$ cat src/rtl/regfile_sb_pkg.sv
// Shared types and limits for the scoreboarded register file.
package regfile_sb_pkg;

  typedef enum logic {
    ST_CLEAR = 1'b0,
    ST_RUN   = 1'b1
  } rfsb_state_t;

  localparam int unsigned RFSB_MAX_RD = 4;

endpackage

$ cat src/rtl/regfile_sb_scoreboard.sv
// Pending-write scoreboard: one busy bit per stored register and the issue handshake.
// r0 has no busy bit; the exported vector ties bit 0 low.
module regfile_sb_scoreboard #(
  parameter int unsigned NREGS = 32,
  parameter int unsigned AW    = $clog2(NREGS)
) (
  input  logic             clk_i,
  input  logic             reset_i,
  input  logic             ready_i,
  input  logic             we_i,
  input  logic [AW-1:0]    wa_i,
  input  logic             iss_en_i,
  input  logic [AW-1:0]    iss_addr_i,
  output logic             iss_ok_o,
  output logic [NREGS-1:0] busy_o
);

  logic [NREGS-1:1] busy_q, busy_d;

  assign busy_o = {busy_q, 1'b0};

  // A retire landing on the same register in the same cycle frees the slot for the new issue.
  assign iss_ok_o = ready_i && (!busy_o[iss_addr_i] || (we_i && (wa_i == iss_addr_i)));

  always_comb begin
    busy_d = busy_q;
    for (int unsigned r = 1; r < NREGS; r++) begin
      if (ready_i && we_i && (wa_i == AW'(r))) begin
        busy_d[r] = 1'b0;
      end
      // Issue is applied after retire so it wins on a same-register collision.
      if (iss_en_i && iss_ok_o && (iss_addr_i == AW'(r))) begin
        busy_d[r] = 1'b1;
      end
    end
  end

  always_ff @(posedge clk_i) begin
    if (reset_i) begin
      busy_q <= '0;
    end else begin
      busy_q <= busy_d;
    end
  end

endmodule

$ cat src/rtl/regfile_sb.sv
// Multi-read-port register file with pending-write scoreboard and a post-reset clear sweep.
// Define REGFILE_SB_BYPASS_EN to forward same-cycle writeback data onto the read ports.
module regfile_sb
  import regfile_sb_pkg::*;
#(
  parameter int unsigned WIDTH = 32,
  parameter int unsigned NREGS = 32,
  parameter int unsigned NRD   = 2,
  localparam int unsigned AW   = $clog2(NREGS)
) (
  input  logic                 clk_i,
  input  logic                 reset_i,
  output logic                 ready_o,
  input  logic [NRD*AW-1:0]    rd_addr_i,
  output logic [NRD*WIDTH-1:0] rd_data_o,
  output logic [NRD-1:0]       rd_busy_o,
  input  logic                 we_i,
  input  logic [AW-1:0]        wa_i,
  input  logic [WIDTH-1:0]     wd_i,
  input  logic                 iss_en_i,
  input  logic [AW-1:0]        iss_addr_i,
  output logic                 iss_ok_o
);

  if ((NRD < 1) || (NRD > RFSB_MAX_RD)) begin : g_bad_nrd
    $error("regfile_sb: NRD must be in 1..%0d", RFSB_MAX_RD);
  end
  if ((NREGS < 4) || ((NREGS & (NREGS - 1)) != 0)) begin : g_bad_nregs
    $error("regfile_sb: NREGS must be a power of 2 and at least 4");
  end

  rfsb_state_t      state_q;
  logic [AW-1:0]    clr_ptr_q;
  logic [WIDTH-1:0] rf_q [NREGS-1:1];
  logic [NREGS-1:0] busy;

  assign ready_o = (state_q == ST_RUN);

  // Sweep walks r1..r(NREGS-1); the pointer wraps to 0 as it leaves the sweep.
  always_ff @(posedge clk_i) begin
    if (reset_i) begin
      state_q   <= ST_CLEAR;
      clr_ptr_q <= AW'(1);
    end else if (state_q == ST_CLEAR) begin
      clr_ptr_q <= clr_ptr_q + AW'(1);
      if (clr_ptr_q == AW'(NREGS - 1)) begin
        state_q <= ST_RUN;
      end
    end
  end

  always_ff @(posedge clk_i) begin
    if (!reset_i) begin
      if (state_q == ST_CLEAR) begin
        rf_q[clr_ptr_q] <= '0;
      end else if (we_i && (wa_i != '0)) begin
        rf_q[wa_i] <= wd_i;
      end
    end
  end

  regfile_sb_scoreboard #(
    .NREGS (NREGS),
    .AW    (AW)
  ) u_scoreboard (
    .clk_i      (clk_i),
    .reset_i    (reset_i),
    .ready_i    (ready_o),
    .we_i       (we_i),
    .wa_i       (wa_i),
    .iss_en_i   (iss_en_i),
    .iss_addr_i (iss_addr_i),
    .iss_ok_o   (iss_ok_o),
    .busy_o     (busy)
  );

  always_comb begin
    rd_data_o = '0;
    rd_busy_o = '0;
    for (int unsigned i = 0; i < NRD; i++) begin
      if (ready_o && (rd_addr_i[i*AW +: AW] != '0)) begin
        rd_data_o[i*WIDTH +: WIDTH] = rf_q[rd_addr_i[i*AW +: AW]];
        rd_busy_o[i]                = busy[rd_addr_i[i*AW +: AW]];
`ifdef REGFILE_SB_BYPASS_EN
        if (we_i && (wa_i == rd_addr_i[i*AW +: AW])) begin
          rd_data_o[i*WIDTH +: WIDTH] = wd_i;
          rd_busy_o[i]                = 1'b0;
        end
`endif
      end
    end
  end

endmodule

$ cat config.mk
export PLATFORM = sky130hd
export DESIGN_NAME = regfile_sb
export DESIGN_NICKNAME = d
export VERILOG_FILES = /design/src/rtl/regfile_sb_pkg.sv /design/src/rtl/regfile_sb_scoreboard.sv /design/src/rtl/regfile_sb.sv
export SDC_FILE = /design/constraint.sdc
export NUM_CORES = 1
export LEC_CHECK = 0
export BUFFER_PORTS_ARGS = -buffer_cell sky130_fd_sc_hd__buf_2
export CAP_MARGIN = 20
export CORE_MARGIN = 4
export CORE_UTILIZATION = 43
export CTS_BUF_LIST = sky130_fd_sc_hd__clkbuf_16
export CTS_CLUSTER_SIZE = 16
export DETAILED_ROUTE_END_ITERATION = 16
export PLACE_DENSITY = 0.56
export SYNTH_ARGS = -nofsm -noshare
export SYNTH_HDL_FRONTEND = slang
export SYNTH_HIERARCHICAL = 1
export SYNTH_SLANG_ARGS = --single-unit
$ cat constraint.sdc
create_clock -name clk_i -period 4.45 [get_ports clk_i]
set_input_delay 0.2225 -clock clk_i [delete_from_list [all_inputs] [get_ports clk_i]]
set_output_delay 0.2225 -clock clk_i [all_outputs]
set_load 0.1 [all_outputs]
* After elaboration in Yosys (flattened, before gate mapping) *
Memory sizes are Yosys's and may differ from the RTL's.
Cells that the tools add are included.

operators by class
  magnitude comparators = 3
  $add $sub $neg = 1
  mux-type cells = 84
  reductions and logical operators = 106
  eq/ne operators = 64

operators with widths
  kind                 number
  $eq 5x5->1 const B   33
  $mux 32              3
  $eq 5x4->1 const B   16
  $mux 1               77
  $logic_and 1x1->1    69
  $reduce_bool 2->1    31
  $eq 5x3->1 const B   8
  $reduce_or 32->1     1
  $eq 5x2->1 const B   4
  $lt 5x6->1 const B   3
  $bmux 1 s5           3
  $reduce_bool 5->1    3
  $eq 5x1->1 const B   2
  $add 5x1->5 const B  1
  $eq 5x5->1           1
  $mux 5               1
  $logic_not 1->1      1
  $logic_or 1x1->1     1

word-level totals
  output and inout bits = 68
  RAM bits = 992
  logic and storage cells = 292
  memories kept = 1
  input port bits = 56
  register bits = 37

memories
  name  words  width  rd ports  clocked after memory_dff  write ports  RTL line          text
  rf_q  31     32     2         0                         1            regfile_sb.sv:34  logic [WIDTH-1:0] rf_q [NREGS-1:1];

* Longest topological paths before layout *
  word-level depth = 8
  mapped depth = 9
  mapped depth without buffers = 5

* Hierarchy *
The synthesis kept the hierarchy.

modules (own cells, without submodules)
  module                 cells each  times used  area each (µm²)  sequential area each (µm²)
  regfile_sb             2431        1           47161.5          29908.7
  regfile_sb_scoreboard  217         1           2062.0           620.6

* Worst setup path before layout *
No wires, ideal clock.

  kind = register to register
  from = register state_q (netlist: ready_o)
  to = memory rf_q[14][0] (enable)
  path slack = -0.338 ns
  stages on the path, launching flop included = 6
  setup time = 0.461 ns
  period minus slack after synthesis = 4.788 ns
  buffers on the path = 1
  required time = 3.989 ns
  data arrival time = 4.327 ns
  cells stage by stage = dfxtp_1 -> clkbuf_1 -> nand3b_1 -> a21oi_1 -> mux2_2 -> nor3_1

on the way
  longest elaborated chain between the ends = 5
  elaborated cells on any way between the ends = 9
  classes of those cells = 8 x mux; 1 x reduce/logical

ends and longest elaborated chain
  what                                               RTL line          text
  from (decl)                                        regfile_sb.sv:32  rfsb_state_t state_q;
  from (signal assigned)                             regfile_sb.sv:42  state_q <= ST_CLEAR;
  from (signal assigned)                             regfile_sb.sv:47  state_q <= ST_RUN;
  $mux 1                                             regfile_sb.sv:54  if (state_q == ST_CLEAR) begin
  $mux 1                                             regfile_sb.sv:53  if (!reset_i) begin
  $mux 1 (not written as such)                       regfile_sb.sv:57  rf_q[wa_i] <= wd_i;
  $reduce_or 32->1 (no line)                         --
  $mux 5 (no line) / $mux 1 (equally long branches)  --
  to (decl)                                          regfile_sb.sv:34

Parallel ways exist; a longest one is shown, timed or not.

* Worst setup path in the final report *
  from = register state_q (netlist: ready_o)
  to = output port rd_data_o[45]

on the way
  longest elaborated chain between the ends = 2

ends and longest elaborated chain
  what               RTL line          text
  $logic_and 1x1->1  regfile_sb.sv:81  if (ready_o && (rd_addr_i[i*AW +: AW] != '0)) begin
  $mux 32            regfile_sb.sv:81
  to (decl)          regfile_sb.sv:15  output logic [NRD*WIDTH-1:0] rd_data_o,

No other way between the ends.

==> results.py <==
metrics = {
    "drt": {
        "drc": 0,
        "first_iter_violations": 3778,
        "dr.pass1.iters": 6,
        "routed_wl_um": 158000,
        "wl_per_cell_um": 35.97,
        "postRouteAntennaNets": 0,
        "vias": 29740,
        "vias_per_cell": 6.769,
    },
    "yosys": {
        "synthMuxAreaShare": 0.2542,
        "synth_edf_count": 992,
        "async_flop_share": 0,
        "yosysTopAreaCell": "edfxtp_1",
        "synth_fa_ha_area_frac": 0.0005084,
        "synthSimpleGateAreaFrac": 0.02849,
        "ys_top_cells_by_area": "edfxtp_1 (61%), mux4_2 (18%), mux2i_1 (3.4%)",
        "synth_top_area_share": 0.6052,
        "synth_top_family_by_area": "multiplexers",
        "synthDistinctLibCells": 79,
        "synth_compound_area_frac": 0.07005,
        "yosys.area_share.xor_xnor": 0.001423,
        "avgSynthCellArea_um2": 18.59,
        "syn-num-nets": 2706,
        "syn_area_mm2": 0.04922,
        "seq_area_frac_synth": 0.6202,
        "synthTopCellsByCount": "edfxtp_1 (992), mux4_2 (391), mux2i_1 (169), clkbuf_1 (109), buf_2 (75)",
        "ys.flop_type": "edfxtp_1",
        "ys_seq_elements": 1029,
        "synthCells": 2648,
        "yosysMostFrequentCell": "edfxtp_1",
        "synth_warnings": 6,
    },
    "global_route": {
        "grt_use_met1": 0.3519,
        "grtUsageMet3": 0.04855,
        "use_met2": 0.4326,
        "antenna_found_initial": 4,
        "grt_busiest_layer": "met2",
        "grt-ovfl-total": 0,
        "grt_pass1_vias": 30420,
        "grt_max_degree": 102,
        "grt_pass1_wl_um": 224700,
        "track_usage": 0.2593,
    },
    "run": {
        "drv_cap": 0,
    },
    "power": {
        "peakVddDrop_mv": 0.3180,
        "p_per_area_mw_per_mm2": 371.6,
        "leakagePower_uw": 0.01665,
    },
    "timing": {
        "holdWs_ns": 0.04474,
        "maxSlewHeadroom": 0.2689,
        "fin_crit_ns": 3.958,
        "drv_slew": 0,
        "fin_skew_ns": 0.05239,
        "setup_ws_ns": 0.4921,
        "fin_crit_sh": 0.8894,
        "worst_pin_slew_ns": 1.094,
        "tns_ns": 0,
        "hold_viol_final": 0,
        "clock.fmax_ghz": 0.2527,
        "rsz0062_at_grt": "no",
        "setup_viol": 0,
    },
    "hold_path": {
        "hold_path.startpoint": "iss_addr_i[2]",
        "hp-class": "input port to flip-flop",
    },
    "floorplan": {
        "start_util": 0.4352,
        "coreArea_mm2": 0.1131,
        "io_pins": 124,
        "floorplan.die_area_mm2": 0.1200,
        "die_y_um": 346.3,
        "die_width_um": 346.3,
        "rows": 123,
    },
    "final_layout": {
        "n_antenna_cell": 0,
        "drive_gt1_frac": 0.3338,
        "finalNonFillerCells": 4394,
        "final_nets": 2860,
        "fill_cells": 9157,
        "area_delta_synth_final_pct": 14.70,
        "final-seq-area_mm2": 0.03053,
        "multi_input_area_mm2": 0.01779,
    },
    "placed_design": {
        "port_buffers": 123,
        "place_hpwl_um": 96970,
        "gp_congestion": 0.8447,
        "place_inst": 4177,
        "dp_slack_ns": 0.8403,
    },
    "setup_path": {
        "critPathLaunch": "ready_o",
        "required_ns": 4.23,
        "path_class": "flip-flop to output port",
        "critPathLaunchType": "flip-flop",
        "worst_r2r_endpoint": "rf_q[1][17]",
        "r2r_slack_ns": 1.07,
        "rr_startpoint": "ready_o",
        "r2r_cells": 5,
        "crit_path_end_kind": "output port",
        "cp-endpoint": "rd_data_o[45]",
        "crit_arrival_ns": 3.74,
        "crit_fanout": 15,
    },
    "clock_tree": {
        "root_buffer": "clkbuf_16",
        "numCtsBuffers": 108,
        "cts_setup_buffers": 0,
        "clock_latency_ns": 0.71,
        "cts_buffer_depth": 3,
        "cts_sinks": 1029,
        "htree_levels": 3,
        "clk_pin_slew_ns": 0.06,
        "cts-resized-gates": 0,
        "cts_tree": "built",
    },
    "run_status": {
        "status": "finished, final reports clean",
    },
}
==> area by class of cell <==
class	instances	share of cell area
Clock inverter	91	0.01396
Tap cell	1500	0.03324
Clock buffer	111	0.04920
Inverter	6	0.0003989
Multi-Input combinational cell	1379	0.3151
Sequential cell	1029	0.5407
Timing Repair Buffer	278	0.04736
==> critical path: stages (launching register included) <==
cell and delay [ns]:
dfxtp_1 0.64, nand3_2 0.85, buf_4 0.53, o22a_1 0.26
o21ai_0 0.20, buf_2 0.56
==> per-stage QoR <==
step                      utilization  instance area, um^2  total power (uW)
after floorplan                     -                49230             11680
after global routing           0.4991                56460             21610
after global placement         0.4648                52570             12130
after CTS                      0.4964                56150             21110
final                          0.4991                56460             20980
after detailed placement       0.4648                52570             12140
==> routing by layer <==
metal  wire length, um  vias to the layer above  part of all wire
met1             62550                    16130              0.40
met4              4575                        4             0.029
met3             13090                      254             0.083
met2             77800                     1518              0.49
li1                  -                    11840                 -
met5                22                        -           0.00014
==> kinds of logic (layout without fill, tap and decap cells) <==
logic type,Yosys count,count (layout)
compound gates,429,429
xor+xnor,8,8
fa+ha+maj,2,2
buf+inv,240,486
flops,1029,1029
mux,676,676
other cells,1,1
simple gates,263,263
==> how the worst min path moves through the flow <==
stage | to | slack [ns] | depth (start not counted)
after floorplan | u_scoreboard/busy_q[12] | 0.46 | 3
after global placement | u_scoreboard/busy_q[1] | 0.51 | 2
after detailed placement | u_scoreboard/busy_q[14] | 0.54 | 2
after CTS | u_scoreboard/busy_q[12] | 0.0003 | 3
after global routing | u_scoreboard/busy_q[12] | 0.06 | 3
final | u_scoreboard/busy_q[12] | 0.04 | 3
==> layout by cell type, fill, tap and decap left out, types with 12 or more instances in the layout <==
master     instances
a22oi_1           34
a31oi_1           19
o22a_1            32
o221ai_1          31
a22o_1            33
clkbuf_16        112
clkinv_2          18
buf_4            118
o31ai_2           14
buf_12            46
o21ai_0           43
mux2i_1          169
clkinv_1          25
mux2_2            68
nor2_4            19
a311oi_1          27
o211ai_1          16
mux4_2           391
dfxtp_1           37
nor2_1            50
a221oi_1          58
a211oi_1          70
nand2_1           46
nand3_1           12
edfxtp_1         992
inv_1             26
buf_2             93
mux4_1            46
and2_1            33
==> state kept, by name, indices dropped and copies added (netlist names) <==
register and cells:
ready_o 1, u_scoreboard/busy_q 31, rf_q 992, clr_ptr_q 5
==> where the power goes <==
part / leakage, uW / switching, uW / internal (uW)
sequential: 0.00811 / 42.2 / 10500
clock: 0.00180 / 3870 / 5170
combinational: 0.00674 / 807 / 545
total: 0.0166 / 4710 / 16300
==> what timing repair did <==
item | in CTS | in global routing
setup endpoints to repair | 0 | 0
hold buffers | 1 | 2
hold endpoints to repair | 5 | 3
No activity file was read; power rests on OpenSTA's default activity.
